[config.mk]
export PLATFORM = sky130hd
export DESIGN_NAME = apb_bridge_arbiter
export DESIGN_NICKNAME = d
export VERILOG_FILES = /design/src/rtl/apb_bridge_arbiter.sv
export SDC_FILE = /design/constraint.sdc
export NUM_CORES = 1
export LEC_CHECK = 0
export ABC_AREA = 1
export CORE_ASPECT_RATIO = 0.7
export CORE_MARGIN = 5
export CORE_UTILIZATION = 35
export CTS_CLUSTER_SIZE = 28
export DETAILED_ROUTE_END_ITERATION = 8
export PLACE_DENSITY = 0.7
export SYNTH_ARGS = -nofsm -noshare
export SYNTH_HDL_FRONTEND = slang
export SYNTH_SLANG_ARGS = --single-unit
[constraint.sdc]
create_clock -name hclk -period 5.8 [get_ports hclk]
set_clock_uncertainty 0.15 [all_clocks]
set_input_delay 1.45 -clock hclk [delete_from_list [all_inputs] [get_ports hclk]]
set_output_delay 1.45 -clock hclk [all_outputs]
set_load 0.1 [all_outputs]
[src/rtl/apb_bridge_arbiter.sv]
// Two-master round-robin arbiter and single-transfer sequencer for the AHB side of an AHB-to-APB bridge.
// Each transfer runs IDLE -> ADDR -> DATA -> RESP. DATA waits are bounded by a timeout that reports an error.
module apb_bridge_arbiter #(
  parameter int ADDR_W  = 32,
  parameter int DATA_W  = 32,
  parameter int TIMEOUT = 255
) (
  input  logic              hclk,
  input  logic              hreset_n,
  input  logic              m0_req,
  input  logic [ADDR_W-1:0] m0_addr,
  input  logic              m0_write,
  input  logic [DATA_W-1:0] m0_wdata,
  output logic              m0_ack,
  input  logic              m1_req,
  input  logic [ADDR_W-1:0] m1_addr,
  input  logic              m1_write,
  input  logic [DATA_W-1:0] m1_wdata,
  output logic              m1_ack,
  output logic [DATA_W-1:0] rdata_o,
  output logic              err_o,
  output logic [1:0]        grant_o,
  output logic [ADDR_W-1:0] haddr_o,
  output logic [1:0]        htrans_o,
  output logic              hwrite_o,
  output logic [DATA_W-1:0] hwdata_o,
  output logic              hsel_apb_o,
  input  logic [DATA_W-1:0] hrdata_i,
  input  logic              hready_i,
  input  logic [1:0]        hresp_i
);

  typedef enum logic [1:0] {S_IDLE, S_ADDR, S_DATA, S_RESP} state_t;

  // The abort fires on the wait cycle that would bring the count up to TIMEOUT.
  localparam logic [15:0] LP_TO_LAST = 16'(TIMEOUT - 1);

  state_t            r_state;
  state_t            w_state_next;
  logic              r_last;
  logic [1:0]        r_grant;
  logic [ADDR_W-1:0] r_addr;
  logic              r_write;
  logic [DATA_W-1:0] r_wdata;
  logic [DATA_W-1:0] r_rdata;
  logic              r_err;
  logic [15:0]       r_cnt;
  logic              w_any_req;
  logic              w_pick_m1;
  logic              w_timeout;

  assign w_any_req = m0_req | m1_req;
  // On a tie the master that did not own the previous transfer wins.
  assign w_pick_m1 = m1_req & (~m0_req | ~r_last);
  assign w_timeout = ~hready_i & (r_cnt == LP_TO_LAST);

  always_ff @(posedge hclk or negedge hreset_n) begin
    if (!hreset_n) begin
      r_state <= S_IDLE;
    end else begin
      r_state <= w_state_next;
    end
  end

  always_comb begin
    w_state_next = r_state;
    case (r_state)
      S_IDLE: if (w_any_req) w_state_next = S_ADDR;
      S_ADDR: if (hready_i) w_state_next = S_DATA;
      S_DATA: if (hready_i || w_timeout) w_state_next = S_RESP;
      S_RESP: w_state_next = S_IDLE;
      default: w_state_next = S_IDLE;
    endcase
  end

  always_ff @(posedge hclk or negedge hreset_n) begin
    if (!hreset_n) begin
      r_last  <= 1'b1;
      r_grant <= 2'b00;
      r_addr  <= '0;
      r_write <= 1'b0;
      r_wdata <= '0;
      r_rdata <= '0;
      r_err   <= 1'b0;
      r_cnt   <= '0;
    end else begin
      case (r_state)
        S_IDLE: begin
          if (w_any_req) begin
            r_grant <= w_pick_m1 ? 2'b10 : 2'b01;
            r_addr  <= w_pick_m1 ? m1_addr  : m0_addr;
            r_write <= w_pick_m1 ? m1_write : m0_write;
            r_wdata <= w_pick_m1 ? m1_wdata : m0_wdata;
          end
        end
        S_DATA: begin
          if (hready_i) begin
            r_rdata <= r_write ? '0 : hrdata_i;
            r_err   <= (hresp_i != 2'b00);
          end else if (w_timeout) begin
            r_rdata <= '0;
            r_err   <= 1'b1;
          end else begin
            r_cnt <= r_cnt + 16'd1;
          end
        end
        S_RESP: begin
          r_last  <= r_grant[1];
          r_grant <= 2'b00;
          r_rdata <= '0;
          r_err   <= 1'b0;
          r_cnt   <= '0;
        end
        default: ;
      endcase
    end
  end

  assign grant_o = r_grant;
  assign rdata_o = r_rdata;
  assign err_o   = r_err;

  always_comb begin
    haddr_o    = '0;
    htrans_o   = 2'b00;
    hwrite_o   = 1'b0;
    hwdata_o   = '0;
    hsel_apb_o = 1'b0;
    m0_ack     = 1'b0;
    m1_ack     = 1'b0;
    case (r_state)
      S_ADDR: begin
        hsel_apb_o = 1'b1;
        htrans_o   = 2'b10;
        haddr_o    = r_addr;
        hwrite_o   = r_write;
      end
      S_DATA: begin
        haddr_o  = r_addr;
        hwrite_o = r_write;
        hwdata_o = r_wdata;
      end
      S_RESP: begin
        m0_ack = r_grant[0];
        m1_ack = r_grant[1];
      end
      default: ;
    endcase
  end

endmodule

==> impl_metrics.tcl, run 1 <==
set metrics [dict create \
    cts_tree "built" \
    post-place-ws_ps 1340 \
    min_path_type "reg -> reg" \
    ir_drop_v 0.000540 \
    cts.sinks 119 \
    ys_seq_elements 119 \
    whs_ps 330 \
    drtIter0Drc 473 \
    fill_cells 1641 \
    tightestPinTransition_ps 1070 \
    p_leak_nw 4.78 \
    path_buf_inv 4 \
    post_cts_resized 0 \
    syn_inst 849 \
    clk_pin_slew_ps 60 \
    grt_pass1_vias 6205 \
    dr.pass1.iters 6 \
    overflow 0 \
    fmax_ghz 0.204 \
    clock-root-buffer "clkbuf_16" \
    finalHoldViolations 0 \
    antenna_left 0 \
    cp-start-kind "register" \
    status "finished clean" \
    vias_per_cell 4.72 \
    post_cts_buffers 0 \
    synth.avg_cell_area_um2 7.55 \
    gr-usage-all-layers 0.191 \
    dp_hpwl_um 15000 \
    row_count 41 \
    cts.htree.levels 4 \
    routedWlPerCell_um 15.3 \
    dpl_cell_area_um2 9250 \
    clkLatencyLatePin_ps 410 \
    tns_ps 0 \
    setup_ws_ps 887 \
    end_kind "primary output" \
    crit_type "reg -> out" \
    drive_above_1_share 0.0614 \
    drv_cap 0 \
    drc 0 \
    post-route-period-util 0.847 \
    setup_viol 0 \
    syn_area_um2 6410 \
    layoutNonFillerInstCount 1344 \
    core-area_um2 18000 \
    io_pins 274 \
    yosysWarnings 0 \
    cts_buffer_depth 2 \
    cts-buffers-inserted 17 \
    wirelength_um 20600 \
    grt_max_degree 70 \
    fin_area_um2 9870 \
    io_buffers 272 \
    fp.dieArea_um2 21200 \
    slowest_delay_ps 1150 \
    nets 1270 \
    max-slew-margin-rel 0.285 \
    die_w_um 172 \
    die_h_um 123 \
    path_cells "inv_1, ha_1, buf_4, nand2_1, inv_1, clkdlybuf4s50_1" \
    grt_antenna_before_repair 1 \
    pwr_density_cell_nw_per_um2 671 \
    crit_slowest_cell "clkdlybuf4s50_1" \
    yosysUniqueCellTypes 33 \
    start_util 0.356 \
    num_vias 6347 \
    cp_data_arrival_time_ps 3310 \
    cp_common_cell "inv_1" \
    placed_cells 1312 \
    critPathMaxFanout 23 \
    n_antenna_cell 0 \
    yosysSeqAreaShare 0.465 \
    syn-num-nets 1024 \
    drv_slew 0 \
    place.gp.congestion 0.858 \
    fin_crit_ps 4910 \
    syn_to_final_growth_pct 54.0 \
    hold_buffers 0 \
    rsz0062_at_grt "no" \
    crit_required_ps 4200 \
    crit_family "buffers and inverters" \
    grt_pass1_wl_um 32000 \
]
-- power by group --
part	switching (mW)	total (mW)	internal, mW
registers	0.198	1.35	1.15
logic	3.19	4.16	0.970
clock network	0.383	1.11	0.730
total	3.77	6.62	2.85
-- synth_stat cells --
library cell | n | area, µm²
dfstp_2 | 1 | 26.3
buf_1 | 1 | 3.75
o21ai_1 | 22 | 110
nor2_1 | 26 | 97.6
nand2_2 | 3 | 18.8
or2_1 | 1 | 6.26
o21ai_2 | 13 | 114
nand4_1 | 4 | 25.0
a22oi_1 | 1 | 7.51
or2_2 | 1 | 6.26
nor2_2 | 2 | 12.5
buf_6 | 5 | 56.3
clkbuf_1 | 31 | 116
buf_2 | 12 | 60.1
nand2_1 | 259 | 972
conb_1 | 1 | 3.75
o21bai_1 | 2 | 15.0
nor3_2 | 1 | 10.0
inv_2 | 1 | 3.75
ha_1 | 6 | 75.1
dfrtp_1 | 118 | 2950
nand2_4 | 2 | 22.5
a21oi_4 | 1 | 16.3
o211ai_1 | 66 | 495
xnor2_1 | 2 | 17.5
o22ai_1 | 1 | 6.26
o31ai_1 | 1 | 7.51
nand3_1 | 87 | 435
xor2_1 | 1 | 8.76
buf_4 | 4 | 30.0
o21ai_0 | 16 | 80.1
inv_1 | 156 | 586
a21boi_1 | 1 | 7.51
-- layout by cell type (no fill, tap or decap), drive strengths merged --
master         Yosys  final
clkdlybuf4s50      0    271
nand4              4      4
conb               1      1
buf               22      9
a22oi              1      1
clkbuf            31     20
inv              157    158
a21oi              1      1
dfstp              1      1
clkinv             0      7
o21ai             51     51
dfrtp            118    118
nor3               1      1
nor2              28     28
or2                2      2
ha                 6      6
bufinv             0      4
nand2            264    264
o31ai              1      1
o21bai             2      2
xor2               1      1
a21boi             1      1
xnor2              2      2
nand3             87     87
o211ai            66     66
o22ai              1      1
-- worst min-delay path, delay by kind of cell (launching register included) --
kind	cells	cell delay, ps
and+or+nand+nor	1	60
AOI/OAI and AO/OA	1	50
DFF	1	340
-- state kept, by name (all words and copies together) (netlist names) --
name     cells
r_write      1
r_addr      32
r_last       1
grant_o      2
err_o        1
r_cnt       16
r_wdata     32
rdata_o     32
r_state      2
-- area by class of cell --
class                           instances  area [µm²]  share of cell area
Timing Repair Buffer                  280        2780               0.282
Tap cell                              236         295              0.0299
Inverter                              157         589              0.0597
Clock buffer                           20         447              0.0453
Multi-Input combinational cell        520        2600               0.264
Clock inverter                         12         175              0.0178
Sequential cell                       119        2980               0.302
-- metal layers --
metal / GRT usage / share of wire / up-vias
li1: - / - / 3153
met1: 0.239 / 0.43 / 2921
met2: 0.300 / 0.45 / 242
met3: 0.0812 / 0.11 / 29
met4: 0.0633 / 0.019 / 2
met5: 0 / 0.00063 / -
-- stage by stage --
| stage | util | total power [mW] |
|---|---|---|
| after floorplan | - | 4.55 |
| after global placement | 0.514 | 5.51 |
| after detailed placement | 0.514 | 5.54 |
| after CTS | 0.548 | 6.68 |
| after global routing | 0.548 | 6.97 |
| final | 0.548 | 6.62 |
-- logic make-up after synthesis --
| group | share of synthesized area |
|---|---|
| buffers and inverters | 0.134 |
| DFF | 0.465 |
| AOI/OAI and AO/OA | 0.134 |
| adders and majority gates | 0.0117 |
| other | 0.000585 |
| xor gates and xnor gates | 0.00410 |
| and+or+nand+nor | 0.251 |
-- final timing paths --
kind	from	to	slack, ps	depth (start not counted)
max	r_state[0]	hwdata_o[2]	890	6
min	rdata_o[21]	rdata_o[21]	330	2
max reg2reg	r_state[0]	rdata_o[23]	2920	8
min reg2reg	rdata_o[21]	rdata_o[21]	330	2
max in group asynchronous	hreset_n	r_addr[20]	3700	2
min in group asynchronous	hreset_n	rdata_o[28]	860	1
Note: power is estimated with default switching activity, not from simulation.
==> inputs of run 2 (changes only) <==
--- a/config.mk
+++ b/config.mk
@@ -11,7 +11,7 @@
 export CORE_UTILIZATION = 35
 export CTS_CLUSTER_SIZE = 28
 export DETAILED_ROUTE_END_ITERATION = 8
-export PLACE_DENSITY = 0.7
+export PLACE_DENSITY = 0.73
 export SYNTH_ARGS = -nofsm -noshare
 export SYNTH_HDL_FRONTEND = slang
 export SYNTH_SLANG_ARGS = --single-unit
==> constraint.sdc (replaced) <==
create_clock -name hclk -period 4.1 [get_ports hclk]
set_clock_uncertainty 0.15 [all_clocks]
set_input_delay 1.025 -clock hclk [delete_from_list [all_inputs] [get_ports hclk]]
set_output_delay 1.025 -clock hclk [all_outputs]
set_load 0.1 [all_outputs]
==> run 2 against run 1 <==
Effect of this change: via count grew 0.84%; largest power group unchanged; global-route usage rose by 0.40 points; hold slack improved by 2.1 ps.
==> impl_metrics.tcl, run 2 (synthesis gave the netlist of run 1 again) <==
set metrics [dict create \
    crit_family "adder cells" \
    drc 0 \
    clkPwrFrac 0.160 \
    power_frac_seq 0.205 \
    drv_cap 0 \
    cp-start-kind "register" \
    r2r_slack_ps 1580 \
    r2r_cells 6 \
    crit_type "reg -> out" \
    ir_drop_v 0.00110 \
    tightestPinTransition_ps 1020 \
    die_h_um 123 \
    status "finished clean" \
    nets 1271 \
    cts-buffers-inserted 17 \
    mostFrequentLayoutCells "259 x nand2_1, 201 x clkdlybuf4s50_1, 156 x inv_1, 118 x dfrtp_1, 87 x nand3_1" \
    layoutNonFillerInstCount 1343 \
    crit_required_ps 2920 \
    start_util 0.356 \
    end_kind "primary output" \
    cp-endpoint "haddr_o[31]" \
    rsz0062_at_grt "no" \
    fill_cells 1701 \
    drive_above_1_share 0.125 \
    min_path_type "reg -> reg" \
    wirelength_um 21300 \
    post_cts_buffers 0 \
    grt_pass1_wl_um 32700 \
    r2r_end "rdata_o[11]" \
    cts.htree.levels 4 \
    critPathMaxFanout 34 \
    fin_area_um2 9810 \
    clock-root-buffer "clkbuf_16" \
    final_common_cell "nand2_1" \
    num_vias 6400 \
    drv_slew 0 \
    cts.sinks 119 \
    fmax_ghz 0.297 \
    io_pins 274 \
    place.gp.congestion 0.858 \
    seq_area_um2 2980 \
    switching_share 0.576 \
    crit_slowest_cell "ha_2" \
    cp-startpoint "r_state[0]" \
    grt_pass1_vias 6300 \
    clk_pin_slew_ps 50 \
    max-slew-margin-rel 0.317 \
    post-route-period-util 0.821 \
    antenna_left 0 \
    fin_crit_ps 3370 \
    slowest_delay_ps 760 \
    dr.pass1.iters 5 \
    power_frac_comb 0.635 \
    io_buffers 272 \
    cts_tree "built" \
    row_count 41 \
    syn_to_final_growth_pct 53.1 \
    setup_viol 0 \
    p_int_mw 3.94 \
    overflow 0 \
    n_antenna_cell 0 \
    fp.dieArea_um2 21200 \
    path_buf_inv 3 \
    pwr_density_cell_nw_per_um2 947 \
    clkLatencyLatePin_ps 410 \
    cp.depth 5 \
    cp_common_cell "inv_1" \
    p_leak_nw 4.93 \
    grt_max_degree 74 \
    placed_cells 1313 \
    drtIter0Drc 409 \
    dpl_cell_area_um2 9220 \
    gr-usage-all-layers 0.195 \
    core-area_um2 18000 \
    multi_input_area_um2 2600 \
    grt_antenna_before_repair 1 \
    hold_buffers 0 \
    dp_hpwl_um 15400 \
    post_cts_resized 0 \
    timing.rr.start "r_state[0]" \
    finalHoldViolations 0 \
    path_cells "inv_1, ha_2, nand2_1, inv_1, buf_4" \
    power_switching_mw 5.36 \
    tns_ps 0 \
    vias_per_cell 4.77 \
    routedWlPerCell_um 15.8 \
    die_w_um 172 \
    cts_buffer_depth 2 \
    cp_data_arrival_time_ps 2190 \
]
==> run 2: changes by cell type in the layout (fill, tap and decap cells not counted) <==
cell,delta
clkbuf_1,-1
clkinv_2,-2
clkinvlp_4,+2
buf_12,+11
bufinv_16,-2
clkinv_4,-2
inv_6,-1
clkbuf_8,+4
clkdlybuf4s50_1,-70
buf_4,+60
==> run 2: layout make-up <==
class | instances | area share
repair buffers | 281 | 0.280
multi-input cells | 520 | 0.265
clock inverters | 7 | 0.00957
clock buffers | 23 | 0.0508
inverters | 157 | 0.0601
flip-flops and latches | 119 | 0.304
well taps | 236 | 0.0301
==> run 2: power groups by stage <==
stage	sequential [mW]	combinational, mW	clock (mW)
2_1_floorplan	2.44	4.00	0
3_3_place_gp	1.90	5.88	0
3_5_place_dp	1.90	5.94	0
4_1_cts	1.90	5.95	1.52
5_1_grt	1.95	6.23	1.58
6_report	1.90	5.90	1.49
==> run 2: through the flow <==
stage / setup slack (ps) / utilization / power (mW) / hold slack (ps)
floorplan: 1080 / - / 6.44 / 294
global placement: 731 / 0.512 / 7.78 / 313
detailed placement: 715 / 0.512 / 7.85 / 321
CTS: 686 / 0.545 / 9.36 / 334
global route: 563 / 0.545 / 9.76 / 344
finish: 734 / 0.545 / 9.29 / 332
==> run 2: worst min-delay path by stage <==
stage | slack [ps] | cells past startpoint | start | to
floorplan | 290 | 2 | r_last | r_last
global placement | 310 | 2 | rdata_o[0] | rdata_o[0]
detailed placement | 320 | 2 | rdata_o[31] | rdata_o[31]
CTS | 330 | 2 | rdata_o[31] | rdata_o[31]
global route | 340 | 2 | rdata_o[28] | rdata_o[28]
finish | 330 | 2 | rdata_o[28] | rdata_o[28]
==> run 2: worst min-delay path: cells and delay by family (launching register included) <==
kind               cells  cell delay, ps
AOI/OAI and AO/OA      1              50
DFF                    1             340
and+or+nand+nor        1              60
==> run 2: layer usage <==
layer | part of all wire | up-vias | track usage
met2 | 0.45 | 259 | 0.313
met3 | 0.10 | 24 | 0.0773
met4 | 0.015 | 2 | 0.0544
met5 | 0.00061 | - | 0
met1 | 0.43 | 2955 | 0.246
li1 | - | 3160 | -
